$ cat src/rtl/interp_sample_ctrl_pkg.sv
// Shared definitions for the interpolation sample-count datapath:
// FSM encoding, index width and default block geometry.
package interp_sample_ctrl_pkg;

  localparam int CNT_W           = 4;
  localparam int DEF_NUM_SAMPLES = 16;
  localparam int DEF_PIPE_LAT    = 2;

  typedef enum logic [1:0] {
    ST_IDLE  = 2'd0,
    ST_RUN   = 2'd1,
    ST_DRAIN = 2'd2,
    ST_DONE  = 2'd3
  } state_t;

endpackage

$ cat src/rtl/interp_sample_ctrl_add_count.sv
// Existing 4-bit count adder; the carry is dropped, so the sum wraps modulo 2^CNT_W.
module add_count_block
  import interp_sample_ctrl_pkg::*;
(
  input  logic [CNT_W-1:0] A,
  input  logic [CNT_W-1:0] B,
  output logic [CNT_W-1:0] C
);

  assign C = A + B;

endmodule

$ cat src/rtl/interp_sample_ctrl.sv
// Walks one block of sample indices with a latched stride, flags the last beat,
// drains the downstream pipeline and pulses done.
//
//   state    | meaning
//   ---------+-----------------------------------------------
//   ST_IDLE  | waiting for start_i; latches the stride
//   ST_RUN   | issuing one index per unstalled cycle
//   ST_DRAIN | waiting PIPE_LAT cycles for the datapath to empty
//   ST_DONE  | one-cycle completion pulse
module interp_sample_ctrl
  import interp_sample_ctrl_pkg::*;
#(
  parameter int NUM_SAMPLES = DEF_NUM_SAMPLES,
  parameter int PIPE_LAT    = DEF_PIPE_LAT
) (
  input  logic             clk,
  input  logic             rst_n,
  input  logic             start_i,
  input  logic [CNT_W-1:0] step_i,
  input  logic             stall_i,
  output logic             busy_o,
  output logic [CNT_W-1:0] sample_idx_o,
  output logic             sample_vld_o,
  output logic             last_o,
  output logic             done_o
);

  // One extra bit so NUM_SAMPLES = 2^CNT_W is representable in the compare.
  localparam logic [CNT_W:0]   NS_LIM     = (CNT_W + 1)'(NUM_SAMPLES);
  localparam logic [CNT_W-1:0] DRAIN_INIT = CNT_W'(PIPE_LAT - 1);

  state_t           r_state;
  logic [CNT_W-1:0] r_idx;
  logic [CNT_W-1:0] r_step;
  logic [CNT_W-1:0] r_drain;

  logic [CNT_W-1:0] w_sum;
  logic             w_wrap;
  logic             w_term;
  logic             w_vld;

  add_count_block u_add (
    .A (r_idx),
    .B (r_step),
    .C (w_sum)
  );

  assign w_wrap = (w_sum < r_idx);
  assign w_term = w_wrap | ({1'b0, w_sum} >= NS_LIM);
  assign w_vld  = (r_state == ST_RUN) & ~stall_i;

  assign sample_vld_o = w_vld;
  assign sample_idx_o = r_idx;
  assign last_o       = w_vld & w_term;
  assign busy_o       = (r_state != ST_IDLE);
  assign done_o       = (r_state == ST_DONE);

  always_ff @(posedge clk) begin
    if (!rst_n) begin
      r_state <= ST_IDLE;
      r_idx   <= '0;
      r_step  <= '0;
      r_drain <= '0;
    end else begin
      case (r_state)
        ST_IDLE: begin
          if (start_i) begin
            r_state <= ST_RUN;
            r_idx   <= '0;
            r_step  <= (step_i == '0) ? CNT_W'(1) : step_i;
          end
        end
        ST_RUN: begin
          if (!stall_i) begin
            if (w_term) begin
              r_state <= ST_DRAIN;
              r_drain <= DRAIN_INIT;
            end else begin
              r_idx <= w_sum;
            end
          end
        end
        ST_DRAIN: begin
          if (r_drain == '0) begin
            r_state <= ST_DONE;
          end else begin
            r_drain <= r_drain - CNT_W'(1);
          end
        end
        ST_DONE: begin
          r_state <= ST_IDLE;
        end
        default: r_state <= ST_IDLE;
      endcase
    end
  end

endmodule

$ cat config.mk
export PLATFORM = sky130hd
export DESIGN_NAME = interp_sample_ctrl
export DESIGN_NICKNAME = d
export VERILOG_FILES = /design/src/rtl/interp_sample_ctrl_pkg.sv /design/src/rtl/interp_sample_ctrl_add_count.sv /design/src/rtl/interp_sample_ctrl.sv
export SDC_FILE = /design/constraint.sdc
export NUM_CORES = 1
export LEC_CHECK = 0
export ABC_CLOCK_PERIOD_IN_PS = 2500
export CORE_ASPECT_RATIO = 0.75
export CORE_UTILIZATION = 41
export CTS_CLUSTER_SIZE = 40
export DETAILED_ROUTE_END_ITERATION = 16
export GPL_TIMING_DRIVEN = 0
export PLACE_DENSITY = 0.66
export SLEW_MARGIN = 15
export SYNTH_ARGS = -nofsm -noshare
export SYNTH_HDL_FRONTEND = slang
export SYNTH_SLANG_ARGS = --single-unit
$ cat constraint.sdc
create_clock -name clk -period 2.5 [get_ports clk]
set_input_delay 0.75 -clock clk [delete_from_list [all_inputs] [get_ports clk]]
set_output_delay 0.75 -clock clk [all_outputs]
set_load 0.02 [all_outputs]
Word-level counts from Yosys, hierarchy flattened:

Cells that the tools add are included.

* register bits: 14
* bits of input ports: 8
* word-level logic and storage cells: 43

* add/sub/neg operators: 2
* $lt $le $gt $ge: 1
* equal/unequal tests: 9
* mux-type cells: 14
* bitwise logic cells: 3
* reduce and logical (&&, ||, !) cells: 10

Operators with widths (count)
* 4-bit 2-to-1 mux: 7
* 4-bit case mux with 2 select lines: 2
* 2-bit inequality test (second input constant): 6
* 4-bit AND reduction: 3
* 4-bit logical NOT: 2
* 2-bit 2-to-1 mux: 4
* 2-bit case mux with 4 select lines: 1
* 2-bit nonzero test: 3
* 4-bit adder: 1
* 2-bit == test (second input constant): 2
* 4-bit < comparator: 1
* 4-bit by 1-bit subtractor with 4-bit output (second input constant): 1
* 1-bit AND: 2
* 2-bit by 1-bit == test with 1-bit output (second input constant): 1
* 2-bit logical NOT: 1
* 2-bit AND reduction: 1
* 1-bit NOT: 1

Depth between registers and ports, before layout:

Gate-level depths: netlist (run 1).

* word-level depth: 5
* depth in mapped cells: 9

Cells and area by module:

A second synthesis (run 1) with hierarchy kept.

* cells, all modules: 111
* area, all modules: 943.4 sq um

By module, submodules not included
* interp_sample_ctrl: instances 1, cells an instance 102, area each 843.3 sq um
* add_count_block: instances 1, cells an instance 9, area each 100.1 sq um

Worst setup path after synthesis (run 1):

No wires, ideal clock.

* kind: reg-to-output
* start: register r_idx[1], in the netlist sample_idx_o[1]
* end: output port last_o
* arrival: 2054 ps
* required time: 1750 ps
* slack: -304 ps
* stages on the path, launching flop included: 9
* cells stage by stage: dfxtp_1 ha_1 a21o_1 a21oi_1 xnor2_1 ha_1 a21oi_1 nand2_1 nor2_1

* word-level cells in the longest chain between the ends: 3

Ends and longest elaborated chain
* start, declared: line interp_sample_ctrl.sv:33 `logic [CNT_W-1:0] r_idx;`
* start signal, assigned: line interp_sample_ctrl.sv:79 `r_idx <= w_sum;`
* 4-bit adder: line interp_sample_ctrl_add_count.sv:10 `assign C = A + B;`
* 4-bit < comparator (*): line interp_sample_ctrl.sv:48 `assign w_wrap = (w_sum < r_idx);`
* 1-bit AND (*): line interp_sample_ctrl.sv:54 `assign last_o = w_vld & w_term;`
* end, declared: line interp_sample_ctrl.sv:24 `output logic last_o,`

Mark *: on every way between the ends. The rest lies on a longest branch, timed or not.

Final worst setup path (run 1):

Same ends and word-level chain as after synthesis.

==> results.yml, run 1 <==
cells_and_area:
  nFillCells: 168
  finalInstanceArea_mm2: 0.00132
  regArea_um2: 290
  mostFrequentLayoutCells: "clkdlybuf4s50_1, inv_1, dfxtp_1, buf_4"
  antennaDiodeCount: 0
  utilization: 0.645
  final_layout_size_suffix_gt1_frac: 0.326
  final_nets: 150
  areaGrowthSynthToFinish_pct: 44.0
  final_common_cell: "clkdlybuf4s50_1"
  multi_input_area_um2: 707
worst_setup_path:
  crit_family: "adder cells"
  r2r-end: "r_drain[0]$_SDFFE_PN0P_"
  crit_top_cell: "ha_4"
  cp_max_fo: 4
  slowest_delay_ns: 0.37
  critical_path_class: "flip-flop to output pin"
  worst_setup_path_end_kind: "output pin"
  r2r_setup_slack_ns: 0.04
  worstPathArrival_ns: 2.06
  cp_cell_sequence: "ha_4 -> a21o_1 -> a21oi_2 -> xnor2_2 -> ha_4 -> a21oi_4 -> nand2_2 -> nor2_4 -> buf_6"
  cp_data_required_time_ns: 1.75
  cp-start-kind: "flip-flop"
  slowest_stage: "dfxtp_4"
  cp_num_buf_inv: 1
  r2r-start: "sample_idx_o[1]$_SDFFE_PN0P_"
  r2r_cells: 11
pwr:
  intPower_w: 0.000676
  p_per_area_mw_per_mm2: 884
  clkPwrFrac: 0.138
  power_frac_comb: 0.599
  p_switching_w: 0.000494
  swShare: 0.422
  p_leak_nw: 0.550
  pwr-share-seq: 0.263
  ir_drop_mv: 0.820
clock_tree:
  cts_tree: "built"
  clock_sinks: 14
  clk_pin_slew_ns: 0.08
  clock_latency_ns: 0.27
  htree_levels: 1
  cts_buffers: 3
  cts_root_buffer: "clkbuf_4"
  cts_buffer_depth: 2
grt:
  antenna_found_initial: 0
  grt_pass1_vias: 782
  grt_pass1_wl_um: 3460
  overflow: 0
  track_usage: 0.184
  grt_max_degree: 11
sta:
  hold_viol_final: 0
  setup_viol: 1
  fin_crit_ns: 2.81
  holdWs_ns: 0.491
  tightest_slew_ns: 0.452
  relSlewSlack: 0.698
  fmax_mhz: 356
  maxSlewViolCount: 0
  rsz0062_at_grt: "yes"
  final.setup.worst_slack_ns: -0.310
  min_period_over_period: 1.12
  skew_ns: 0.00104
placed_design:
  gp_congestion: 0.813
  pre_cts_ws_ns: -0.671
  hpwl_um: 1500
  port_buffers: 15
  placed_cell_area_mm2: 0.00114
run_status:
  violations: "setup timing"
  status: "complete, but fails checks"
floorplanning:
  ios: 16
  fp.dieH_um: 43.0
  start_util: 0.448
  fp-row-count: 14
  die-area_mm2: 0.00244
  die_width_um: 56.7
  core_mm2: 0.00205
drt:
  drc: 0
  routed_wirelength_um: 2070
  drt_iter0_markers: 16
  wire_per_inst_um: 13.5
  vias: 818
  drtAntennaViolNets: 0
  via_per_inst: 5.35
  drtPass1Iterations: 4
synth:
  synth.distinct_cells: 33
  synth.net_count: 121
  synth-seq-area-share: 0.305
  ys_ff_latch: 14
  synthCells: 101
  synth_area_um2: 918
  yosysWarningCount: 0
  avgSynthCellArea_um2: 9.09
min_path:
  hold_depth: 2
  hp-class: "flip-flop to flip-flop"
  hp-start: "r_step[2]$_SDFFE_PN0P_"
  hold_end: "r_step[2]$_SDFFE_PN0P_"
job:
  maxCapViolations: 0
## worst max path at each step
| stage | startpoint | endpoint | slack, ns | depth (start not counted) |
|---|---|---|---|---|
| after floorplan | sample_idx_o[2]$_SDFFE_PN0P_ | last_o | 0.0004 | 7 |
| after global placement | r_step[1]$_SDFFE_PN0P_ | last_o | -0.61 | 9 |
| after detailed placement | r_step[1]$_SDFFE_PN0P_ | last_o | -0.67 | 9 |
| after CTS | r_step[0]$_SDFFE_PN0P_ | last_o | -0.33 | 8 |
| after global routing | sample_idx_o[1]$_SDFFE_PN0P_ | last_o | -0.41 | 9 |
| final | sample_idx_o[1]$_SDFFE_PN0P_ | last_o | -0.31 | 9 |
## state kept, by name, indices dropped and copies added (netlist names)
register and flops:
r_drain 4, r_state 2, r_step 4, sample_idx_o 4
## power by group through the flow
stage	logic, W	clock network (W)	registers (W)
2_1_floorplan	0.000437	0	0.000301
3_3_place_gp	0.000566	0	0.000305
3_5_place_dp	0.000571	0	0.000309
4_1_cts	0.000630	0.000166	0.000308
5_1_grt	0.000784	0.000178	0.000313
6_report	0.000701	0.000161	0.000308
## kinds of logic (layout without fill, tap and decap cells)
logic type | Yosys count | in the layout | share of synthesized area
buffers and inverters | 11 | 39 | 0.0450
flip-flops | 14 | 14 | 0.305
AO/OA/AOI/OAI | 27 | 27 | 0.229
multiplexers | 2 | 2 | 0.0218
adder cells (fa/ha/maj) | 12 | 12 | 0.172
XOR/XNOR | 3 | 3 | 0.0286
AND/OR/NAND/NOR | 32 | 32 | 0.199
## cell usage after synthesis
library cell	number	area, µm²
dfxtp_1	14	280
ha_1	11	138
inv_1	10	37.5
a21oi_1	9	45.0
nand2_1	9	33.8
nor3_1	5	25.0
a32o_1	4	40.0
nand2b_1	4	25.0
nand3_1	3	15.0
o21ai_0	3	15.0
a21o_1	2	15.0
mux2i_1	2	20.0
nor2_1	2	7.51
o21ai_2	2	17.5
o31a_1	2	17.5
xor2_1	2	17.5
a211oi_1	1	7.51
a221oi_2	1	15.0
and3_1	1	6.26
and3b_4	1	12.5
clkbuf_1	1	3.75
fa_1	1	20.0
nand2b_4	1	13.8
nand3_2	1	10.0
nand3b_1	1	7.51
nand4_1	1	6.26
nor2b_1	1	6.26
nor3b_1	1	7.51
o2111ai_1	1	8.76
o21a_1	1	7.51
o31ai_4	1	21.3
or2_2	1	6.26
xnor2_1	1	8.76
## metrics by stage
step / power (W) / std cells / setup TNS [ns]
after global routing: 0.00128 / 153 / -0.876
final: 0.00117 / 153 / -0.310
after floorplan: 0.000738 / 101 / 0
after detailed placement: 0.000880 / 140 / -1.08
after CTS: 0.00110 / 150 / -0.326
after global placement: 0.000871 / 140 / -1.03
## area by class of cell
| class | count | area share |
|---|---|---|
| repair buffers | 24 | 0.165 |
| clock buffers | 4 | 0.0274 |
| multi-input cells | 76 | 0.535 |
| plain buffers | 1 | 0.00284 |
| inverters | 10 | 0.0284 |
| well taps | 24 | 0.0227 |
| flip-flops and latches | 14 | 0.219 |
## repair_timing
item / 4_1_cts / 5_1_grt
pin swaps: 11 / 13
endpoints found under the setup margin: 4 / 10
hold buffers: 0 / 0
gates resized for setup: 21 / 6
buffers inserted: 6 / 3
## worst min-delay path: cells and delay by family (launching register included)
kind / cells / cell delay, ns
and+or+nand+nor: 1 / 0.06
AOI/OAI and AO/OA: 1 / 0.05
DFF: 1 / 0.34
## layer usage
metal,track usage,routed length (µm)
met1,0.266,1030
met2,0.278,911
met3,0.0305,117
met4,0.0585,13
met5,0,0
Power figures use the tool's default switching activity.
==> run 2: changes to the inputs <==
--- a/config.mk
+++ b/config.mk
@@ -5,7 +5,6 @@
 export SDC_FILE = /design/constraint.sdc
 export NUM_CORES = 1
 export LEC_CHECK = 0
-export ABC_CLOCK_PERIOD_IN_PS = 2500
 export CORE_ASPECT_RATIO = 0.75
 export CORE_UTILIZATION = 41
 export CTS_CLUSTER_SIZE = 40
==> results of run 2 <==
Same layout as run 1: the final DEF is identical, and so are final timing and power.
==> run 3: changes to the inputs <==
--- a/config.mk
+++ b/config.mk
@@ -5,13 +5,16 @@
 export SDC_FILE = /design/constraint.sdc
 export NUM_CORES = 1
 export LEC_CHECK = 0
+export CELL_PAD_IN_SITES_DETAIL_PLACEMENT = 0
+export CELL_PAD_IN_SITES_GLOBAL_PLACEMENT = 1
 export CORE_ASPECT_RATIO = 0.75
-export CORE_UTILIZATION = 41
+export CORE_UTILIZATION = 34
 export CTS_CLUSTER_SIZE = 40
 export DETAILED_ROUTE_END_ITERATION = 16
 export GPL_TIMING_DRIVEN = 0
-export PLACE_DENSITY = 0.66
+export PLACE_DENSITY = 0.72
 export SLEW_MARGIN = 15
 export SYNTH_ARGS = -nofsm -noshare
 export SYNTH_HDL_FRONTEND = slang
+export SYNTH_HIERARCHICAL = 1
 export SYNTH_SLANG_ARGS = --single-unit
==> run 3 against run 2 <==
  * The run still ends with setup timing left
  * Via count grew 6.5%
  * Power grew 16%
  * Cell area grew 8.7%
  * Global-route usage shrank 0.43 points
  * Utilization shrank 9.7 points
  * Synthesized cell count grew 9.9%
  * Count of clock-buffer cells in the layout is the same
  * Clock skew grew 0.0027 ns
  * Highest routed layer unchanged
==> results.yml, run 3 <==
run_status:
  status: "complete, but fails checks"
  violations: "setup timing"
drt:
  wl_met2_um: 1060
  met3_wirelength_um: 110
  drtAntennaViolNets: 0
  highest_layer: "met4"
  drtPass1Iterations: 4
  drt_iter0_markers: 36
  vias: 871
  via_per_inst: 5.01
  wl_met1_um: 1160
  wire_per_inst_um: 13.7
  routed_wirelength_um: 2380
  drc: 0
pwr:
  swShare: 0.407
  p_per_area_mw_per_mm2: 942
  pwr-share-seq: 0.220
  p_leak_nw: 0.604
  intPower_w: 0.000803
  clkPwrFrac: 0.166
  ir_drop_mv: 0.355
  power_frac_comb: 0.614
  p_switching_w: 0.000551
placed_design:
  gp_congestion: 0.728
  port_buffers: 15
  placed_cell_area_mm2: 0.00117
  pre_cts_ws_ns: -0.774
  hpwl_um: 1640
synth:
  synth.area.mux_share: 0.0584
  synth_top_family_by_area: "simple AND/OR/NAND/NOR gates"
  synth_most_common_cell: "dfxtp_1"
  synth.distinct_cells: 36
  synth_area_leader_cell: "dfxtp_1"
  synth.net_count: 131
  synth-main-ff-cell: "dfxtp_1"
  synth-compound-area-share: 0.170
  synth-simple-area-share: 0.195
  synthXorXnorAreaFrac: 0.0279
  synth_area_leaders: "dfxtp_1, ha_1, inv_1"
  avgSynthCellArea_um2: 8.50
  synthArstFlopShare: 0
  synth_commonest_cells: "dfxtp_1, inv_1, ha_1, nand2_1, a21oi_1"
  synth-seq-area-share: 0.297
  yosys.area.top_type_share: 0.297
  synth_edf_count: 0
  yosysWarningCount: 6
  synth_area_um2: 943
  ys_ff_latch: 14
  synthCells: 111
  synthAdderAreaFrac: 0.167
clock_tree:
  cts_buffer_depth: 2
  htree_levels: 1
  cts_tree: "built"
  clock_latency_ns: 0.25
  cts_buffers: 3
  clk_pin_slew_ns: 0.06
  cts_root_buffer: "clkbuf_8"
  clock_sinks: 14
worst_setup_path:
  cp_data_required_time_ns: 1.75
  r2r_cells: 11
  cp_max_fo: 3
  worstPathArrival_ns: 2.20
  critical_path_class: "flip-flop to output pin"
  worst_setup_path_end_kind: "output pin"
  cp-start-kind: "flip-flop"
sta:
  relSlewSlack: 0.561
  hold_viol_final: 0
  final.setup.worst_slack_ns: -0.446
  setup_viol: 8
  fin_crit_ns: 2.95
  maxSlewViolCount: 0
  tightest_slew_ns: 0.658
  min_period_over_period: 1.18
  skew_ns: 0.00370
  rsz0062_at_grt: "yes"
  holdWs_ns: 0.474
  fmax_mhz: 339
grt:
  grt_pass1_vias: 842
  grt_pass1_wl_um: 3980
  antenna_found_initial: 0
  track_usage: 0.180
  grt_max_degree: 11
  overflow: 0
floorplanning:
  ios: 16
  die_width_um: 62.8
  die-area_mm2: 0.00299
  start_util: 0.360
  core_mm2: 0.00262
  fp-row-count: 16
  fp.dieH_um: 47.6
cells_and_area:
  antennaDiodeCount: 0
  mostFrequentLayoutCells: "inv_1, clkdlybuf4s50_1, nand2_1, dfxtp_1, ha_1"
  final_layout_size_suffix_gt1_frac: 0.333
  finalInstanceArea_mm2: 0.00144
  final_nets: 159
  areaGrowthSynthToFinish_pct: 52.4
min_path:
  hp-class: "flip-flop to flip-flop"
  hold_depth: 2
job:
  maxCapViolations: 0
run 3: final cells by class:
cell class,count,area [µm²]
Tap cell,36,45.0
Multi-Input combinational cell,80,731
Inverter,12,45.0
Sequential cell,14,292
Timing Repair Buffer,23,235
Fill cell,236,1180
Clock buffer,4,55.1
Buffer,5,35.0
run 3: cell families (layout without fill, tap and decap cells):
family | Yosys count | in the layout
and+or+nand+nor | 37 | 37
AOI/OAI and AO/OA | 24 | 24
buffers and inverters | 17 | 44
DFF | 14 | 14
adders and majority gates | 12 | 12
muxes | 4 | 4
xor gates and xnor gates | 3 | 3
run 3: what timing repair did:
item / 4_1_cts / 5_1_grt
buffers inserted: 8 / 1
endpoints found under the setup margin: 12 / 13
pin swaps: 17 / 8
hold endpoints to repair: 0 / 0
gates resized for setup: 28 / 3
hold buffers: 0 / 0
run 3: worst max-delay path, cell delays in order, from the launching register on:
cell	delay, ns
dfxtp_4	0.36
buf_6	0.12
fa_2	0.60
ha_4	0.21
o211ai_1	0.31
o21ai_2	0.13
nor2_4	0.11
buf_6	0.12
run 3: metal layers:
metal  global-route usage  vias up
met1                0.219      396
li1                     -      443
met4               0.0791        0
met2                0.307       25
met5                    0        -
met3               0.0548        7
run 3: final timing paths:
check             slack (ns)                    startpoint                            to
setup / recovery       -0.45  sample_idx_o[1]$_SDFFE_PN0P_                        last_o
hold / removal          0.47        r_step[3]$_SDFFE_PN0P_        r_step[3]$_SDFFE_PN0P_
setup reg to reg       -0.31  sample_idx_o[1]$_SDFFE_PN0P_  sample_idx_o[1]$_SDFFE_PN0P_
hold reg to reg         0.47        r_step[3]$_SDFFE_PN0P_        r_step[3]$_SDFFE_PN0P_
run 3: stage by stage:
| stage | instances | util | power, W | setup TNS (ns) |
|---|---|---|---|---|
| final | 174 | 0.548 | 0.00135 | -1.57 |
| after global routing | 174 | 0.548 | 0.00145 | -2.50 |
| after floorplan | 111 | - | 0.000768 | -0.124 |
| after CTS | 174 | 0.542 | 0.00136 | -1.79 |
| after detailed placement | 162 | 0.446 | 0.000921 | -2.48 |
| after global placement | 162 | 0.446 | 0.000909 | -1.47 |
run 3: power groups by stage:
stage	Clock [W]	Combinational [W]	Sequential, W
after global placement	0	0.000612	0.000297
after detailed placement	0	0.000621	0.000300
after floorplan	0	0.000473	0.000295
final	0.000224	0.000831	0.000298
after CTS	0.000233	0.000830	0.000298
after global routing	0.000242	0.000906	0.000305
